===== config.mk =====
export PLATFORM = sky130hd
export DESIGN_NAME = ro_puf_meas_ctrl_flat
export DESIGN_NICKNAME = d
export VERILOG_FILES = /design/src/rtl/ro_puf_pkg.sv /design/src/rtl/ro_puf_meas_ctrl_if.sv /design/src/rtl/ro_puf_window_timer.sv /design/src/rtl/ro_puf_meas_ctrl.sv /design/src/flat_wrapper.sv
export SDC_FILE = /design/constraint.sdc
export NUM_CORES = 1
export LEC_CHECK = 0
export ABC_AREA = 1
export CORE_MARGIN = 4
export CORE_UTILIZATION = 47
export CTS_CLUSTER_DIAMETER = 120
export CTS_CLUSTER_SIZE = 14
export DETAILED_ROUTE_END_ITERATION = 12
export GPL_TIMING_DRIVEN = 0
export PLACE_DENSITY_LB_ADDON = 0.15
export SLEW_MARGIN = 25
export SYNTH_ARGS = -nofsm -noshare
export SYNTH_HDL_FRONTEND = slang
export SYNTH_SLANG_ARGS = --single-unit

===== constraint.sdc =====
create_clock -name clk -period 1.8 [get_ports clk]
set_input_delay 0.27 -clock clk [delete_from_list [all_inputs] [get_ports clk]]
set_output_delay 0.27 -clock clk [all_outputs]
set_load 0.02 [all_outputs]

===== src/rtl/ro_puf_pkg.sv =====
// Shared constants for the ring-oscillator PUF measurement controller.
package ro_puf_pkg;

  localparam int DEF_CNT_W  = 12;
  localparam int DEF_WINDOW = 1024;
  localparam int HOLD_CYC   = 2;

  typedef logic [2:0] state_t;

  localparam state_t ST_IDLE   = 3'd0;
  localparam state_t ST_CLEAR  = 3'd1;
  localparam state_t ST_SETTLE = 3'd2;
  localparam state_t ST_COUNT  = 3'd3;
  localparam state_t ST_HOLD   = 3'd4;
  localparam state_t ST_CMP    = 3'd5;
  localparam state_t ST_DONE   = 3'd6;

  function automatic int max2(input int a, input int b);
    return (a > b) ? a : b;
  endfunction

endpackage


===== src/rtl/ro_puf_meas_ctrl_if.sv =====
// Bundle between the measurement controller, the RO counter pair and the response consumer.
interface ro_puf_meas_ctrl_if #(
  parameter int CNT_W     = 12,
  parameter int RESP_BITS = 8
);
  localparam int PAIR_W = (RESP_BITS > 1) ? $clog2(RESP_BITS) : 1;

  logic                 start;
  logic                 abort;
  logic [CNT_W-1:0]     cnt_a;
  logic [CNT_W-1:0]     cnt_b;
  logic                 cnt_en;
  logic                 cnt_clr;
  logic [PAIR_W-1:0]    pair_sel;
  logic                 busy;
  logic                 done;
  logic [RESP_BITS-1:0] resp;
  logic [RESP_BITS-1:0] tie;

  modport master (
    input  start, abort, cnt_a, cnt_b,
    output cnt_en, cnt_clr, pair_sel, busy, done, resp, tie
  );

  modport slave (
    output start, abort, cnt_a, cnt_b,
    input  cnt_en, cnt_clr, pair_sel, busy, done, resp, tie
  );

endinterface


===== src/rtl/ro_puf_window_timer.sv =====
// Down-counter shared by SETTLE/COUNT/HOLD; loaded with dwell-1, expires when it reaches zero.
module ro_puf_window_timer #(
  parameter int W = 4
) (
  input  logic         clk,
  input  logic         reset,
  input  logic         i_load,
  input  logic [W-1:0] i_load_val,
  output logic         o_expire
);

  logic [W-1:0] r_value;

  always_ff @(posedge clk or posedge reset) begin
    if (reset) begin
      r_value <= '0;
    end else if (i_load) begin
      r_value <= i_load_val;
    end else if (r_value != '0) begin
      r_value <= r_value - 1'b1;
    end
  end

  assign o_expire = (r_value == '0);

endmodule


===== src/rtl/ro_puf_meas_ctrl.sv =====
// Sequences clear/settle/count/hold/compare per RO pair and shifts the comparison
// results into a RESP_BITS-wide PUF response published with a one-cycle done pulse.
//
// state  | meaning
// IDLE   | counters held clear, waiting for start
// CLEAR  | one cycle of counter clear for the selected pair
// SETTLE | RO mux settling, counters released but disabled
// COUNT  | counters enabled for exactly WINDOW cycles
// HOLD   | counters frozen while their outputs settle
// CMP    | compare cnt_a/cnt_b, record resp/tie bit for pair_sel
// DONE   | publish response, one-cycle done pulse
module ro_puf_meas_ctrl
  import ro_puf_pkg::*;
#(
  parameter int CNT_W      = DEF_CNT_W,
  parameter int WINDOW     = DEF_WINDOW,
  parameter int SETTLE_CYC = 4,
  parameter int RESP_BITS  = 8
) (
  input logic               clk,
  input logic               reset,
  ro_puf_meas_ctrl_if.master bus
);

  localparam int PAIR_W = (RESP_BITS > 1) ? $clog2(RESP_BITS) : 1;
  localparam int TMR_W  = $clog2(max2(WINDOW, SETTLE_CYC) + 1);
  localparam logic [PAIR_W-1:0] LAST_PAIR = PAIR_W'(RESP_BITS - 1);

  state_t               r_state, w_next;
  logic [PAIR_W-1:0]    r_pair;
  logic [RESP_BITS-1:0] r_resp_wrk, r_tie_wrk, w_resp_wrk, w_tie_wrk;
  logic [RESP_BITS-1:0] r_resp, r_tie;
  logic                 r_cnt_en, r_cnt_clr, r_busy, r_done;
  logic                 w_tmr_load, w_tmr_expire;
  logic [TMR_W-1:0]     w_tmr_val;
  logic [CNT_W-1:0]     w_a, w_b;

  assign w_a = bus.cnt_a;
  assign w_b = bus.cnt_b;

  always_comb begin
    w_next = r_state;
    if (r_state != ST_IDLE && bus.abort) begin
      w_next = ST_IDLE;
    end else begin
      case (r_state)
        ST_IDLE:   if (bus.start && !bus.abort) w_next = ST_CLEAR;
        ST_CLEAR:  w_next = ST_SETTLE;
        ST_SETTLE: if (w_tmr_expire) w_next = ST_COUNT;
        ST_COUNT:  if (w_tmr_expire) w_next = ST_HOLD;
        ST_HOLD:   if (w_tmr_expire) w_next = ST_CMP;
        ST_CMP:    w_next = (r_pair == LAST_PAIR) ? ST_DONE : ST_CLEAR;
        ST_DONE:   w_next = ST_IDLE;
        default:   w_next = ST_IDLE;
      endcase
    end
  end

  // Timer is reloaded on every state change; only SETTLE/COUNT/HOLD consult it.
  always_comb begin
    w_tmr_load = (w_next != r_state);
    case (w_next)
      ST_SETTLE: w_tmr_val = TMR_W'(SETTLE_CYC - 1);
      ST_COUNT:  w_tmr_val = TMR_W'(WINDOW - 1);
      ST_HOLD:   w_tmr_val = TMR_W'(HOLD_CYC - 1);
      default:   w_tmr_val = '0;
    endcase
  end

  ro_puf_window_timer #(.W(TMR_W)) u_timer (
    .clk        (clk),
    .reset      (reset),
    .i_load     (w_tmr_load),
    .i_load_val (w_tmr_val),
    .o_expire   (w_tmr_expire)
  );

  always_comb begin
    w_resp_wrk = r_resp_wrk;
    w_tie_wrk  = r_tie_wrk;
    if (r_state == ST_CMP) begin
      w_resp_wrk[r_pair] = (w_a > w_b);
      w_tie_wrk[r_pair]  = (w_a == w_b);
    end
  end

  always_ff @(posedge clk or posedge reset) begin
    if (reset) begin
      r_state    <= ST_IDLE;
      r_pair     <= '0;
      r_resp_wrk <= '0;
      r_tie_wrk  <= '0;
      r_resp     <= '0;
      r_tie      <= '0;
      r_cnt_en   <= 1'b0;
      r_cnt_clr  <= 1'b1;
      r_busy     <= 1'b0;
      r_done     <= 1'b0;
    end else begin
      r_state    <= w_next;
      r_cnt_en   <= (w_next == ST_COUNT);
      r_cnt_clr  <= (w_next == ST_IDLE) || (w_next == ST_CLEAR);
      r_busy     <= (w_next != ST_IDLE);
      r_done     <= (w_next == ST_DONE);
      r_resp_wrk <= w_resp_wrk;
      r_tie_wrk  <= w_tie_wrk;
      if (r_state == ST_IDLE && w_next == ST_CLEAR) begin
        r_pair     <= '0;
        r_resp_wrk <= '0;
        r_tie_wrk  <= '0;
      end else if (r_state == ST_CMP && w_next == ST_CLEAR) begin
        r_pair <= r_pair + 1'b1;
      end else if (w_next == ST_DONE) begin
        r_pair <= '0;
        r_resp <= w_resp_wrk;
        r_tie  <= w_tie_wrk;
      end
    end
  end

  assign bus.cnt_en   = r_cnt_en;
  assign bus.cnt_clr  = r_cnt_clr;
  assign bus.pair_sel = r_pair;
  assign bus.busy     = r_busy;
  assign bus.done     = r_done;
  assign bus.resp     = r_resp;
  assign bus.tie      = r_tie;

endmodule


===== src/flat_wrapper.sv =====
// flat-port wrapper written by rule: the top's interface ports become plain ports
module ro_puf_meas_ctrl_flat import ro_puf_pkg::*;
#(
  parameter int CNT_W      = DEF_CNT_W,
  parameter int WINDOW     = DEF_WINDOW,
  parameter int SETTLE_CYC = 4,
  parameter int RESP_BITS  = 8
)
  (clk, reset, bus_start, bus_abort, bus_cnt_a, bus_cnt_b, bus_cnt_en, bus_cnt_clr, bus_pair_sel, bus_busy, bus_done, bus_resp, bus_tie);
  ro_puf_meas_ctrl_if #(.CNT_W(CNT_W), .RESP_BITS(RESP_BITS)) bus_i ();
  input logic clk;
  input logic reset;
  input wire logic [$bits(bus_i.start)-1:0] bus_start;
  input wire logic [$bits(bus_i.abort)-1:0] bus_abort;
  input wire logic [$bits(bus_i.cnt_a)-1:0] bus_cnt_a;
  input wire logic [$bits(bus_i.cnt_b)-1:0] bus_cnt_b;
  output wire logic [$bits(bus_i.cnt_en)-1:0] bus_cnt_en;
  output wire logic [$bits(bus_i.cnt_clr)-1:0] bus_cnt_clr;
  output wire logic [$bits(bus_i.pair_sel)-1:0] bus_pair_sel;
  output wire logic [$bits(bus_i.busy)-1:0] bus_busy;
  output wire logic [$bits(bus_i.done)-1:0] bus_done;
  output wire logic [$bits(bus_i.resp)-1:0] bus_resp;
  output wire logic [$bits(bus_i.tie)-1:0] bus_tie;
  assign bus_i.start = bus_start;
  assign bus_i.abort = bus_abort;
  assign bus_i.cnt_a = bus_cnt_a;
  assign bus_i.cnt_b = bus_cnt_b;
  assign bus_cnt_en = bus_i.cnt_en;
  assign bus_cnt_clr = bus_i.cnt_clr;
  assign bus_pair_sel = bus_i.pair_sel;
  assign bus_busy = bus_i.busy;
  assign bus_done = bus_i.done;
  assign bus_resp = bus_i.resp;
  assign bus_tie = bus_i.tie;
  ro_puf_meas_ctrl #(.CNT_W(CNT_W), .WINDOW(WINDOW), .SETTLE_CYC(SETTLE_CYC), .RESP_BITS(RESP_BITS)) u_core (.clk(clk), .reset(reset), .bus(bus_i));
endmodule

# ---- Yosys cells after proc, flatten, opt, wreduce, memory -nomap -nowiden
# Index checks and enable logic that the tools add are counted.
dict set report classes {
  n_addsub 2
  magnitude_cmp 3
  eq_ne 13
  muxes 21
  bitwise_logic 2
  n_reduce_logical 16
}
# cell count
set op_table {}
lappend op_table {{8-bit two-way mux} 4}
lappend op_table {{10-bit case mux with 3 select lines} 1}
lappend op_table {{3-bit two-way mux} 9}
lappend op_table {{11-bit two-way mux} 2}
lappend op_table {{3-bit case mux with 6 select lines} 1}
lappend op_table {{8-bit bitwise mux} 2}
lappend op_table {{3-bit == test, second input constant} 5}
lappend op_table {{12-bit == test} 1}
lappend op_table {{3-bit by 2-bit == test with 1-bit output, second input constant} 4}
lappend op_table {{12-bit greater-than comparator} 1}
lappend op_table {{11-bit zero test} 1}
lappend op_table {{11-bit nonzero test} 1}
lappend op_table {{11-bit by 1-bit subtractor with 11-bit output, second input constant} 1}
lappend op_table {{3-bit nonzero test} 3}
lappend op_table {{3-bit by 1-bit == test with 1-bit output, second input constant} 2}
lappend op_table {{3-bit zero test} 2}
lappend op_table {{1-bit logical AND} 5}
lappend op_table {{3-bit by 4-bit < comparator with 1-bit output, second input constant} 1}
lappend op_table {{3-bit by 1-bit adder with 3-bit output, second input constant} 1}
lappend op_table {{1-bit demux with 3-bit select} 1}
lappend op_table {{3-bit by 1-bit >= comparator with 1-bit output, second input constant} 1}
lappend op_table {{3-bit != test} 1}
lappend op_table {{3-bit AND reduction} 1}
lappend op_table {{1-bit inverter} 2}
lappend op_table {{other kinds (4)} 4}
dict set report totals {
  regBits 53
}

# ---- Longest topological paths before layout
dict set report logic_depth {
  ltp_word 9
  mapped_depth 15
}

# ---- Hierarchy
# Synthesis repeated with hierarchy kept, for this count alone.
dict set report unflattened {
  hier_cells 398
  area_unflattened_um2 3070.4
}
# mod instances cells_each area_per_inst_um2 seq_area_each_um2
set by_module_without_submodules {}
lappend by_module_without_submodules {ro_puf_meas_ctrl 1 300 2336.0 1052.3}
lappend by_module_without_submodules {ro_puf_window_timer 1 98 734.5 275.3}

# ---- Worst setup path after synthesis
# Ideal clock, no wire load.
dict set report synth_path {
  path_kind {reg-to-reg}
  from {register u_core.u_timer.r_value[0]}
  to {register u_core.u_timer.r_value[3]}
  arrival_time_ps 1837
  required_time_ps 1676
  setup_slack_ps -161
  path_stages_with_launch 14
  n_path_buf 0
  period_less_slack_ps 1961
  cell_sequence {dfrtp_1 -> inv_1 -> ha_1 -> nand2_1 -> nor2_2 -> nand3_4 -> a21oi_1 -> nand2_1 -> nand2_2 -> nand2_1 -> nand2_4 -> nand2_8 -> nor2_8 -> a21oi_1}
}
dict set report synth_between {
  elab_chain_cells 7
  word_cells_on_any_way 16
}
# element line_no
set synth_rtl {}
lappend synth_rtl {{from (decl)} ro_puf_window_timer.sv:12} ;# logic [W-1:0] r_value;
lappend synth_rtl {{from (signal assigned)} ro_puf_window_timer.sv:18} ;# r_value <= i_load_val;
lappend synth_rtl {{from (signal assigned)} ro_puf_window_timer.sv:20} ;# r_value <= r_value - 1'b1;
lappend synth_rtl {{11-bit zero test} ro_puf_window_timer.sv:24} ;# assign o_expire = (r_value == '0);
lappend synth_rtl {{3-bit two-way mux (on tied branches)} {ro_puf_meas_ctrl.sv:51, ro_puf_meas_ctrl.sv:49, ro_puf_meas_ctrl.sv:50}}
lappend synth_rtl {{3-bit case mux with 6 select lines} ro_puf_meas_ctrl.sv:46} ;# case (r_state)
lappend synth_rtl {{3-bit two-way mux} ro_puf_meas_ctrl.sv:43} ;# if (r_state != ST_IDLE && bus.abort) begin
lappend synth_rtl {{3-bit == test / 3-bit by 2-bit == test with 1-bit output (equally long branches)} ro_puf_meas_ctrl.sv:62} ;# case (w_next)
lappend synth_rtl {{10-bit case mux with 3 select lines} ro_puf_meas_ctrl.sv:62}
lappend synth_rtl {{11-bit two-way mux} ro_puf_window_timer.sv:17} ;# end else if (i_load) begin
# Several ways; a longest one is shown, not always the timed one. The select of a mux whose other input is x is not followed.
# A chain may end at the register's enable or synchronous reset.

# ---- Worst setup path in the final report
dict set report layout_path {
  from {register u_core.r_state[2]}
  to {register u_core.u_timer.r_value[7]}
}
dict set report layout_between {
  elab_chain_cells 6
  word_cells_on_any_way 21
}
# element line_no
set layout_rtl {}
lappend layout_rtl {{from (decl)} ro_puf_meas_ctrl.sv:29} ;# state_t r_state, w_next;
lappend layout_rtl {{from (signal assigned)} ro_puf_meas_ctrl.sv:100} ;# r_state <= w_next;
lappend layout_rtl {{3-bit == test (tied with other cells)} ro_puf_meas_ctrl.sv:46}
lappend layout_rtl {{3-bit case mux with 6 select lines / 1-bit logical AND (equally long branches)} {ro_puf_meas_ctrl.sv:46, ro_puf_meas_ctrl.sv:43}}
lappend layout_rtl {{3-bit two-way mux} ro_puf_meas_ctrl.sv:43}
lappend layout_rtl {{3-bit == test / 3-bit by 2-bit == test with 1-bit output (equally long branches)} ro_puf_meas_ctrl.sv:62}
lappend layout_rtl {{10-bit case mux with 3 select lines} ro_puf_meas_ctrl.sv:62}
lappend layout_rtl {{11-bit two-way mux} ro_puf_window_timer.sv:17}
# Several ways; a longest one is shown, not always the timed one.

==> results.md <==
Clocking:
- In this run the number of H-tree levels came out at 2.
- The CTS tree is yes.
- The quantity of hold-fixing buffers added after cts is 0.
- Counting along the longest clock path gives a buffer depth of 2.
- The total number of clock tree sinks is 53.
- After clock tree synthesis, the clock-pin slew on the worst setup and hold paths is 0.11 ns.
- The number of buffers inserted during clock tree synthesis is 5.
- The cell sitting at the root of the clock tree is a sky130_fd_sc_hd__clkbuf_8.
- The clock insertion delay at the later pin of the skew report is 0.32 ns.

Global route:
- Global routing used 18.8% of the available tracks across all layers.
- The pin count of the biggest net entering global routing is 54.
- The number of antenna violations at the first check in global routing is 0.
- The number of global-route vias before repair is 2,601.
- The global-route wire length before repair is 11,300 um.
- The final global-route overflow total is 0.

Timing:
- The total count of max-transition violations in the final report came to 0.
- The number of failing hold endpoints at the final stage is 0.
- For the pin with the worst max-slew slack, the measured transition is 0.650 ns.
- In the finished design, the share of the clock period the worst path needs comes to 107%.
- The worst hold slack after final layout is 0.395 ns.
- The minimum clock period after layout is 1.93 ns.
- Setup repair after global routing could not meet its margin everywhere.
- The total negative slack is -2.61 ns.
- The setup violation total in the final timing report is 31.
- In this run the tightest slew margin relative to its limit is 56.7%.
- The minimum setup slack in the final design is -0.127 ns.
- Based on the critical path, the design can be clocked at up to 519 MHz.
- Between clock sinks in the finished design, the worst skew comes to 0.0129 ns.

Synth:
- The largest area contributor in the synthesized netlist is sky130_fd_sc_hd__dfrtp_1.
- Multiplexer cells account for 3.16% of the synthesized area.
- After synthesis, the largest family of logic cells by area is simple AND/OR/NAND/NOR gates.
- The synthesized netlist devotes 8.56% of its cell area to compound gates.
- The cell count after synthesis came out at 326.
- The post-synthesis cell area is 2850 um^2.
- A synthesized cell averages 8.75 um^2.
- Summing the areas of all fa, ha and maj instances in the mapped netlist gives 6.58% of the synthesized area.
- The number of different library cells used by synthesis comes to 34.
- When the netlist entered floorplanning its net count stood at 369.
- The share of flip-flops with an asynchronous set or reset after synthesis is 100%.
- The commonest cells after synthesis are sky130_fd_sc_hd__nand2_1 (58), sky130_fd_sc_hd__dfrtp_1 (52), sky130_fd_sc_hd__inv_1 (33), sky130_fd_sc_hd__nor2_1 (32), sky130_fd_sc_hd__nand3_1 (24).
- Synthesis inferred 53 register bits.
- The top-area cell type share of the netlist area is 45.6%.
- The Yosys warning count is 0.
- The flip-flop cell with the highest count after synthesis is sky130_fd_sc_hd__dfrtp_1.
- The xor/xnor cell area share of the yosys netlist is 2.15%.
- The most common cell in the synthesized netlist is sky130_fd_sc_hd__nand2_1.
- The number of enable flip-flop cells after synthesis is 0.
- The post-synthesis share of cell area spent on and, or, nand and nor gates is 27.0%.
- By area the synthesized netlist is led by sky130_fd_sc_hd__dfrtp_1 (46%), sky130_fd_sc_hd__nand2_1 (7.6%), sky130_fd_sc_hd__ha_1 (6.6%).
- The sequential-to-total area share from yosys stat is 46.6%.

Worst setup path:
- In this design, the critical path's most frequently occurring cell is sky130_fd_sc_hd__nor2_8.
- The slowest stage of the critical path is the sky130_fd_sc_hd__dfrtp_2 cell.
- Broken down by cell family, the worst path's largest delay share belongs to simple AND/OR/NAND/NOR gates.
- At the worst endpoint, the required time is 2.01 ns.
- The signal arrival time at the worst endpoint is 2.14 ns.
- Counting buffers and inverters, the worst setup path is 10 cells deep.
- The number of buffers and inverters on the critical path is 1.
- The signal on the critical path passes through nor3_2 -> or2_0 -> buf_4 -> nand2_2 -> nand2_1 -> nand2_4 -> nor2_8 -> nand2_8 -> nor2_8 -> a21oi_1.
- The worst setup path is captured at a flop.
- The beginning of the critical path is u_core.r_state[2].
- The worst register-to-register path has a depth of 10.
- The endpoint of the most critical setup path is u_core.u_timer.r_value[7].
- On the worst path, the slowest cell contributes a delay of 0.51 ns.
- The maximum fanout count along the critical path is 8.
- The endpoint identified for the worst register-to-register timing path is u_core.u_timer.r_value[7].
- The register-to-register setup slack is -0.13 ns.
- The launching element type of the critical path is a flop.
- The source of the worst register-to-register timing path is u_core.r_state[2].
- The critical path in this run is classified as reg -> reg.

Finish:
- The finished cells cover 4600 um^2.
- Across the whole layout, storage elements account for 1340 um^2.
- The final-layout fill cell count is 370.
- The combined area of the multi-input logic cells is 1960 um^2.
- Excluding fillers, the count of instances in the completed layout stands at 499.
- At the end of the flow, the number of nets in the layout was 466.
- Cells with a size suffix above 1 make up 44.6% of the layout.
- The repair_antennas step left the layout with diodes totalling 0.
- The area growth from synthesis to layout is 61.3%.

Power:
- The maximum resistive drop on vdd is 0.000953 V.
- Power comes to 5.14 mW.
- The standby leakage power is 2.18 nW.
- Dividing total power by cell area gives a power density of 1120 nW/um^2.

Floorplanning:
- In this run the vertical extent of the chip is 85.9 um.
- In this run the standard cell core region covers 5920 um^2.
- From left edge to right edge, the die measures 85.9 um.
- For this configuration, the core starts out at a cell density of 48.2%.
- The row count is 28.
- The die outline area is 7380 um^2.
- In this run the count of I/O pins placed on the die edge is 51.

Detailed routing:
- The first routing iteration left 91 violations.
- The aggregate routed wire length is 7590 um.
- For this run, the detailed router's first-pass iteration total came to 4.
- The residual antenna-violating net count after detailed routing is 0.
- Dividing the detail-routed via count by the number of cells gives 5.23.
- In the final routed layout, each cell accounts on average for 15.2 um.
- The final route contains 2,609 vias.
- After detailed routing, the number of remaining DRC violations is 0.

Placed design:
- The number of buffer cells added on primary ports is 50.
- The number of placed cells counting well taps is 451.
- The placed instances occupy a cell area of 3510 um^2.
- The weighted congestion at the end of routability-driven global placement is 0.868.
- The detailed-placement wirelength estimate is 4440 um.

Run status:
- The final reports fail on negative setup slack.
- The flow ran to the end, but the final reports show violations.

Hold path:
- The worst hold path belongs to the class in -> async.

Job:
- Max-cap violations in this run came to 0.
[power breakdown]
group | switching, mW | total [mW] | internal [mW]
combinational | 1.65 | 2.97 | 1.32
sequential | 0.107 | 1.45 | 1.34
clock | 0.438 | 0.723 | 0.285
total | 2.19 | 5.14 | 2.95
[worst min-delay path by stage]
| stage | start | end | slack [ns] | depth (start not counted) |
|---|---|---|---|---|
| 2_1_floorplan | u_core.r_tie_wrk[0] | u_core.r_tie_wrk[0] | 0.47 | 2 |
| 3_3_place_gp | u_core.bus.tie[0] | u_core.bus.tie[0] | 0.47 | 2 |
| 3_5_place_dp | u_core.bus.resp[3] | u_core.bus.resp[3] | 0.48 | 2 |
| 4_1_cts | reset | u_core.bus.resp[2] | 0.42 | 2 |
| 5_1_grt | reset | u_core.bus.resp[7] | 0.44 | 2 |
| 6_report | reset | u_core.bus.resp[2] | 0.40 | 2 |
[through the flow]
step | setup slack [ns] | utilization (%)
floorplan | -0.0590 | -
global placement | -0.932 | 59.2
detailed placement | -0.736 | 59.2
CTS | -0.0494 | 65.2
global route | -0.258 | 77.7
finish | -0.127 | 77.7
[final cells by class]
cell class | count | area share (%)
buffer | 5 | 1.33
clock buffer | 5 | 1.50
clock inverter | 3 | 0.571
inverter | 38 | 3.16
multi-input combinational | 229 | 42.7
sequential | 53 | 29.0
tap | 75 | 2.04
timing repair buffer | 91 | 19.7
[registers in the layout, summed over array words and instances (netlist names)]
signal,flops
u_core.r_state,3
u_core.bus.tie,8
u_core.bus.busy,1
u_core.r_resp_wrk,8
u_core.bus.resp,8
u_core.bus.pair_sel,3
u_core.bus.cnt_en,1
u_core.r_tie_wrk,8
u_core.bus.done,1
u_core.bus.cnt_clr,1
u_core.u_timer.r_value,11
[layout by cell type, fill, tap and decap left out, types with 7 or more instances in the layout]
| master | count |
|---|---|
| sky130_fd_sc_hd__o21ai_1 | 7 |
| sky130_fd_sc_hd__nand3_1 | 14 |
| sky130_fd_sc_hd__o21ai_2 | 10 |
| sky130_fd_sc_hd__nand2_4 | 15 |
| sky130_fd_sc_hd__nand2_1 | 33 |
| sky130_fd_sc_hd__nand3_2 | 10 |
| sky130_fd_sc_hd__buf_4 | 34 |
| sky130_fd_sc_hd__ha_4 | 11 |
| sky130_fd_sc_hd__dfrtp_1 | 46 |
| sky130_fd_sc_hd__a21oi_2 | 14 |
| sky130_fd_sc_hd__inv_1 | 23 |
| sky130_fd_sc_hd__inv_2 | 14 |
| sky130_fd_sc_hd__nor2_1 | 26 |
| sky130_fd_sc_hd__o21ai_0 | 8 |
| sky130_fd_sc_hd__clkdlybuf4s50_1 | 40 |
| sky130_fd_sc_hd__dlymetal6s2s_1 | 10 |
| sky130_fd_sc_hd__nand2_2 | 17 |
[cell families after synthesis]
kind of cell / after synthesis
compound gates: 46
xor+xnor: 7
fa+ha+maj: 15
buf+inv: 44
flops: 53
mux: 9
simple gates: 152
[repair_timing]
action,in CTS,in global routing
buffers inserted,18,20
endpoints found under the setup margin,41,47
cloned,0,3
resized for setup,40,117
pin swaps,11,26
[routing by layer]
| layer | track usage (%) | part of all wire [%] | up-vias |
|---|---|---|---|
| li1 | - | - | 1267 |
| met1 | 23.3 | 44 | 1281 |
| met2 | 32.4 | 51 | 49 |
| met3 | 3.84 | 3.0 | 12 |
| met4 | 6.62 | 1.7 | 0 |
| met5 | 0 | 0 | - |
Power figures use the tool's default switching activity.
